<file path="src/rtl/bram_capture_ctrl.sv">
// Capture controller: fills a BRAM with valid samples, holds them, then drains
// them back out as a stream throttled by the consumer's ready signal.
module bram_capture_ctrl #(
    parameter int NB_ADDR = 15,
    parameter int NB_DATA = 14
) (
    input  logic               clock,
    input  logic               i_reset,
    input  logic               i_start,
    input  logic               i_stop,
    input  logic [NB_DATA-1:0] i_data,
    input  logic               i_valid,
    input  logic               i_read_req,
    input  logic               i_ready,
    output logic [NB_DATA-1:0] o_bram_wdata,
    output logic [NB_ADDR-1:0] o_bram_waddr,
    output logic               o_bram_we,
    output logic [NB_ADDR-1:0] o_bram_raddr,
    output logic               o_bram_re,
    input  logic [NB_DATA-1:0] i_bram_rdata,
    output logic [NB_DATA-1:0] o_data,
    output logic               o_valid,
    output logic [NB_ADDR:0]   o_count,
    output logic [1:0]         o_state,
    output logic               o_full,
    output logic               o_done
);

    typedef enum logic [1:0] {
        IDLE  = 2'd0,
        FILL  = 2'd1,
        HOLD  = 2'd2,
        DRAIN = 2'd3
    } state_t;

    localparam logic [NB_ADDR:0]   FULL_CNT = {1'b1, {NB_ADDR{1'b0}}};
    localparam logic [NB_ADDR:0]   LAST_CNT = FULL_CNT - 1;
    localparam logic [NB_ADDR:0]   ONE_C    = 1;
    localparam logic [NB_ADDR-1:0] ONE_A    = 1;

    state_t               state_q, state_d;
    logic [NB_ADDR-1:0]   wptr_q, wptr_d;
    logic [NB_ADDR:0]     rptr_q, rptr_d;
    logic [NB_ADDR:0]     count_q, count_d;
    logic                 full_q, full_d;
    logic                 we_q, we_d;
    logic [NB_ADDR-1:0]   waddr_q, waddr_d;
    logic [NB_DATA-1:0]   wdata_q, wdata_d;
    logic                 valid_q, valid_d;
    logic                 done_q, done_d;
    logic                 accept;
    logic                 rd_issue;

    // Reads are issued combinationally so i_ready gates the same cycle.
    assign rd_issue = (state_q == DRAIN) && i_ready && (rptr_q < count_q);

    always_comb begin
        state_d = state_q;
        wptr_d  = wptr_q;
        rptr_d  = rptr_q;
        count_d = count_q;
        full_d  = full_q;
        we_d    = 1'b0;
        waddr_d = waddr_q;
        wdata_d = wdata_q;
        valid_d = rd_issue;
        done_d  = 1'b0;
        accept  = 1'b0;
        case (state_q)
            IDLE: begin
                if (i_start) begin
                    state_d = FILL;
                    wptr_d  = '0;
                    count_d = '0;
                    full_d  = 1'b0;
                end
            end
            FILL: begin
                accept = i_valid && !full_q;
                if (accept) begin
                    we_d    = 1'b1;
                    waddr_d = wptr_q;
                    wdata_d = i_data;
                    wptr_d  = wptr_q + ONE_A;
                    count_d = count_q + ONE_C;
                    if (count_q == LAST_CNT) full_d = 1'b1;
                end
                // A sample arriving with i_stop is still written before leaving.
                if (i_stop || (accept && count_q == LAST_CNT)) state_d = HOLD;
            end
            HOLD: begin
                if (i_read_req) begin
                    if (count_q != '0) begin
                        state_d = DRAIN;
                        rptr_d  = '0;
                    end else begin
                        state_d = IDLE;
                        done_d  = 1'b1;
                    end
                end
            end
            DRAIN: begin
                if (rd_issue) begin
                    rptr_d = rptr_q + ONE_C;
                    if (rptr_q + ONE_C == count_q) done_d = 1'b1;
                end
                // done_q coincides with the final o_valid; leave right after it.
                if (done_q) state_d = IDLE;
            end
            default: state_d = IDLE;
        endcase
    end

    always_ff @(posedge clock) begin
        if (i_reset) begin
            state_q <= IDLE;
            wptr_q  <= '0;
            rptr_q  <= '0;
            count_q <= '0;
            full_q  <= 1'b0;
            we_q    <= 1'b0;
            waddr_q <= '0;
            wdata_q <= '0;
            valid_q <= 1'b0;
            done_q  <= 1'b0;
        end else begin
            state_q <= state_d;
            wptr_q  <= wptr_d;
            rptr_q  <= rptr_d;
            count_q <= count_d;
            full_q  <= full_d;
            we_q    <= we_d;
            waddr_q <= waddr_d;
            wdata_q <= wdata_d;
            valid_q <= valid_d;
            done_q  <= done_d;
        end
    end

    assign o_bram_we    = we_q;
    assign o_bram_waddr = waddr_q;
    assign o_bram_wdata = wdata_q;
    assign o_bram_re    = rd_issue;
    assign o_bram_raddr = rptr_q[NB_ADDR-1:0];
    assign o_valid      = valid_q;
    assign o_data       = valid_q ? i_bram_rdata : '0;
    assign o_count      = count_q;
    assign o_state      = state_q;
    assign o_full       = full_q;
    assign o_done       = done_q;

endmodule

</file>
<file path="config.mk">
export PLATFORM = sky130hd
export DESIGN_NAME = bram_capture_ctrl
export DESIGN_NICKNAME = d
export VERILOG_FILES = /design/src/rtl/bram_capture_ctrl.sv
export SDC_FILE = /design/constraint.sdc
export NUM_CORES = 1
export LEC_CHECK = 0
export CAP_MARGIN = 10
export CORE_MARGIN = 5
export CORE_UTILIZATION = 49
export DETAILED_ROUTE_END_ITERATION = 7
export PLACE_DENSITY = 0.79
export SYNTH_ARGS = -nofsm -noshare
export SYNTH_HDL_FRONTEND = slang
export SYNTH_SLANG_ARGS = --single-unit
</file>
<file path="constraint.sdc">
create_clock -name clock -period 2.7 [get_ports clock]
set_input_delay 0.54 -clock clock [delete_from_list [all_inputs] [get_ports clock]]
set_output_delay 0.54 -clock clock [all_outputs]
set_load 0.005 [all_outputs]
</file>
==> results <==
- The worst clock skew on the final layout is 13.4 ps.
- At the worst endpoint, the arrival time is 2030 ps.
- The first global-routing pass estimated 21600 um of wire.
- The share of the synthesized area in the top cell type is 36.6%.
- The sink count of the clock tree is 82.
- The worst setup path is captured at an output port.
- The number of DRC markers in iteration 0 is 318.
- The number of antenna violations at the first check in global routing is 0.
- The later-pin clock latency in the skew report is 360 ps.
- The placement-stage worst setup slack is 90.7 ps.
- The post-layout instance area is 6120 um^2.
- The number of buffers inserted during clock tree synthesis is 9.
- From synthesis to final layout, the design area changed by 36.5%.
- The total negative slack for setup checks is 0 ps.
- The largest area contributor in the synthesized netlist is dfxtp_1.
- The post-detailed-route DRC marker count is 0.
- The count of port buffers added during placement is 115.
- The routed layout has 4481 vias.
- The die outline area is 11200 um^2.
- The number of hold-slack violations in the final timing report is 0.
- The beginning of the worst hold path is o_bram_wdata[11].
- Counting flops with an async set or reset pin after synthesis yields a share of 0%.
- The number of H-tree levels is 3.
- By area the synthesized netlist is led by dfxtp_1 (37%), nand2_1 (7.2%), a21oi_1 (6.0%).
- The count of cell types in the netlist is 49.
- The tightest min-delay check is of the register to register type.
- The cell with the largest stage delay on the worst path is dfxtp_2.
- The number of synthesized flops with an enable pin is 0.
- The leakage power is 2.25 nW.
- Pin placement for this block handled 116 I/O pins.
- Sequential elements use 36.6% of the synthesized area.
- For the pin with the worst max-slew slack, the measured transition is 1200 ps.
- The region available for standard cell placement spans 9060 um^2.
- Detailed placement ended at an HPWL of 10300 um.
- The clock passes through at most 2 buffers.
- The die is 106 um wide.
- The total area of multi-input combinational cells is 2540 um^2.
- The relative slew slack is 19.9%.
- The combined global-route utilization of all metal layers is 23.8%.
- Along the worst hold path, the cell count comes to 2.
- The tool flagged a number of max-cap violations equal to 0.
- The tree is rooted in a clkbuf_8.
- The mean area per synthesized cell is 7.91 um^2.
- The storage element area is 1640 um^2.
- The clock tree from TritonCTS is yes.
- The total detailed-routing wirelength is 13500 um.
- The longest individual stage delay on the worst path is 330 ps.
- The fill cell instance count of the final layout is 760.
- After global routing the overflow that remains totals 0.
- The cell with the most instances after synthesis is nand2_1.
- The initial cell density of the core is 49.5%.
- The net count after synthesis is 622.
- The peak clock frequency supported by timing is 0.390 GHz.
- Dividing the detail-routed wire length by the instance count gives 16.7 um.
- The timing startpoint of the critical path is o_count[1].
- In the finished design, the share of the clock period the worst path needs comes to 95.1%.
- STA classifies the critical path startpoint as a register.
- For this design the ratio of total power to cell area is 385 nW/um^2.
- The clock period could shrink to 2570 ps.
- Walking the worst path, the cells encountered are inv_1 -> ha_1 -> nor2b_1 -> o211ai_1 -> a21oi_2 -> o311ai_4 -> nand2_2 -> inv_1 -> clkbuf_2.
- The depth of the worst register-to-register path is 10.
- The final worst slack is 133 ps.
- Dividing the detail-routed via count by the number of cells gives 5.52.
- Sorting the synthesized cells by how often they occur yields nand2_1 (86), dfxtp_1 (82), a21oi_1 (54), nor2_1 (49), xnor2_1 (29).
- After clock tree synthesis, the clock-pin slew on the worst setup and hold paths is 90 ps.
- Summing every instance area after synthesis gives 4480 um^2.
- The row count is 35.
- The number of global-route vias before repair is 4235.
- Synthesis inferred 82 register bits.
- For this run, the leading register cell type out of synthesis is dfxtp_1.
- Setup repair after global routing left no endpoint under its margin.
- The worst reg2reg path startpoint is o_count[1].
- In the final layout, the share of cells above drive strength 1 is 11.8%.
- The final number of max-transition violations was 0.
- The number of diodes added for antenna fixing is 0.
- The critical path class is register to output port.
- The total setup violations reported at the end of the flow is 0.
- Of all nets on the critical path, the largest fanout is 2.
- The standard cell area after detailed placement is 5900 um^2.
- The instance count of the mapped netlist is 567.
- For this run, the detailed router's first-pass iteration total came to 4.
- During synthesis, Yosys emitted a total of 0 warnings.
- The most numerous cell on the critical path is inv_1.
- The layout net count is 751.
- The weighted congestion at the end of routability-driven global placement is 0.959.
- Across the VDD grid, the largest voltage drop is 0.337 mV.
- The height of the chip is 106 um.
- The maximum number of pins on one net before global-route repair is 41.
- The detail route stage leaves a number of antenna-violating nets equal to 0.
- For the worst setup path, the data required time is 2160 ps.
- The flow ran to the end, and the final reports show no timing, DRC or antenna violations.
cell type report:
type | count | share of cell area (%)
clock inverter | 7 | 1.19
sequential | 82 | 26.8
multi-input combinational | 418 | 41.6
timing repair buffer | 162 | 24.7
inverter | 23 | 1.41
tap | 111 | 2.27
clock buffer | 9 | 2.02
per-stage QoR:
stage	util [%]	instances	power (mW)	hold WS (ps)
6_report	67.5	812	2.35	457
5_1_grt	67.5	812	2.44	478
4_1_cts	67.5	812	2.36	459
3_5_place_dp	65.1	795	1.49	446
3_3_place_gp	65.1	795	1.48	442
2_1_floorplan	-	567	1.36	444
layout by cell type (no fill, tap or decap), types with 9 or more instances in the layout:
cell type | Yosys | final
clkdlybuf4s50_1 | 0 | 114
nand2_1 | 86 | 85
dfxtp_1 | 82 | 81
a21oi_1 | 54 | 52
nor2_1 | 49 | 49
buf_4 | 17 | 46
xnor2_1 | 29 | 29
inv_1 | 23 | 23
nand3_1 | 20 | 20
o21ai_0 | 21 | 19
ha_1 | 20 | 19
and2_1 | 15 | 15
xor2_1 | 15 | 15
nand4_1 | 14 | 14
o31ai_1 | 11 | 11
nor3_1 | 10 | 9
clkbuf_8 | 0 | 9
final timing paths:
| check | end | slack, ps |
|---|---|---|
| max reg2reg | rptr_q[13] | 220 |
| max | o_bram_re | 130 |
| min reg2reg | o_bram_wdata[11] | 460 |
| min | o_bram_wdata[11] | 460 |
worst max-delay path: cells and delay by family, from the launching register on:
kind                       cells  cell delay (ps)
DFF                            1              330
buffers and inverters          3              230
adders and majority gates      1              260
and+or+nand+nor                2              260
AOI/OAI and AO/OA              3              590
power by group:
part           total, mW  internal (mW)  leakage (nW)  switching (mW)
sequential          1.23           1.22         0.662         0.00947
clock              0.890          0.361        0.0902           0.530
combinational      0.230          0.113          1.49           0.117
routing by layer:
| metal | global-route usage, % | share of wire [%] |
|---|---|---|
| met1 | 30.9 | 44 |
| met2 | 40.7 | 47 |
| met3 | 5.39 | 7.5 |
| met4 | 4.26 | 0.83 |
| met5 | 0 | 0 |
logic make-up after synthesis:
family,share of synthesized area (%)
mux,0.223
xor+xnor,8.60
buf+inv,7.20
fa+ha+maj,5.58
compound gates,15.1
simple gates,26.7
flops,36.6
sequential cells by signal, indices dropped and copies added, names as in the netlist:
name and count:
o_bram_wdata 14, rptr_q 16, o_full 1, o_count 16, o_done 1, o_state 2, o_bram_waddr 15, o_bram_we 1
o_valid 1, wptr_q 15
what timing repair did:
action	4_1_cts	5_1_grt
pin swaps	5	3
buffers inserted	1	0
gates resized for setup	6	5
hold buffers	0	0
endpoints found under the setup margin	1	2
Note: power is estimated with default switching activity, not from simulation.
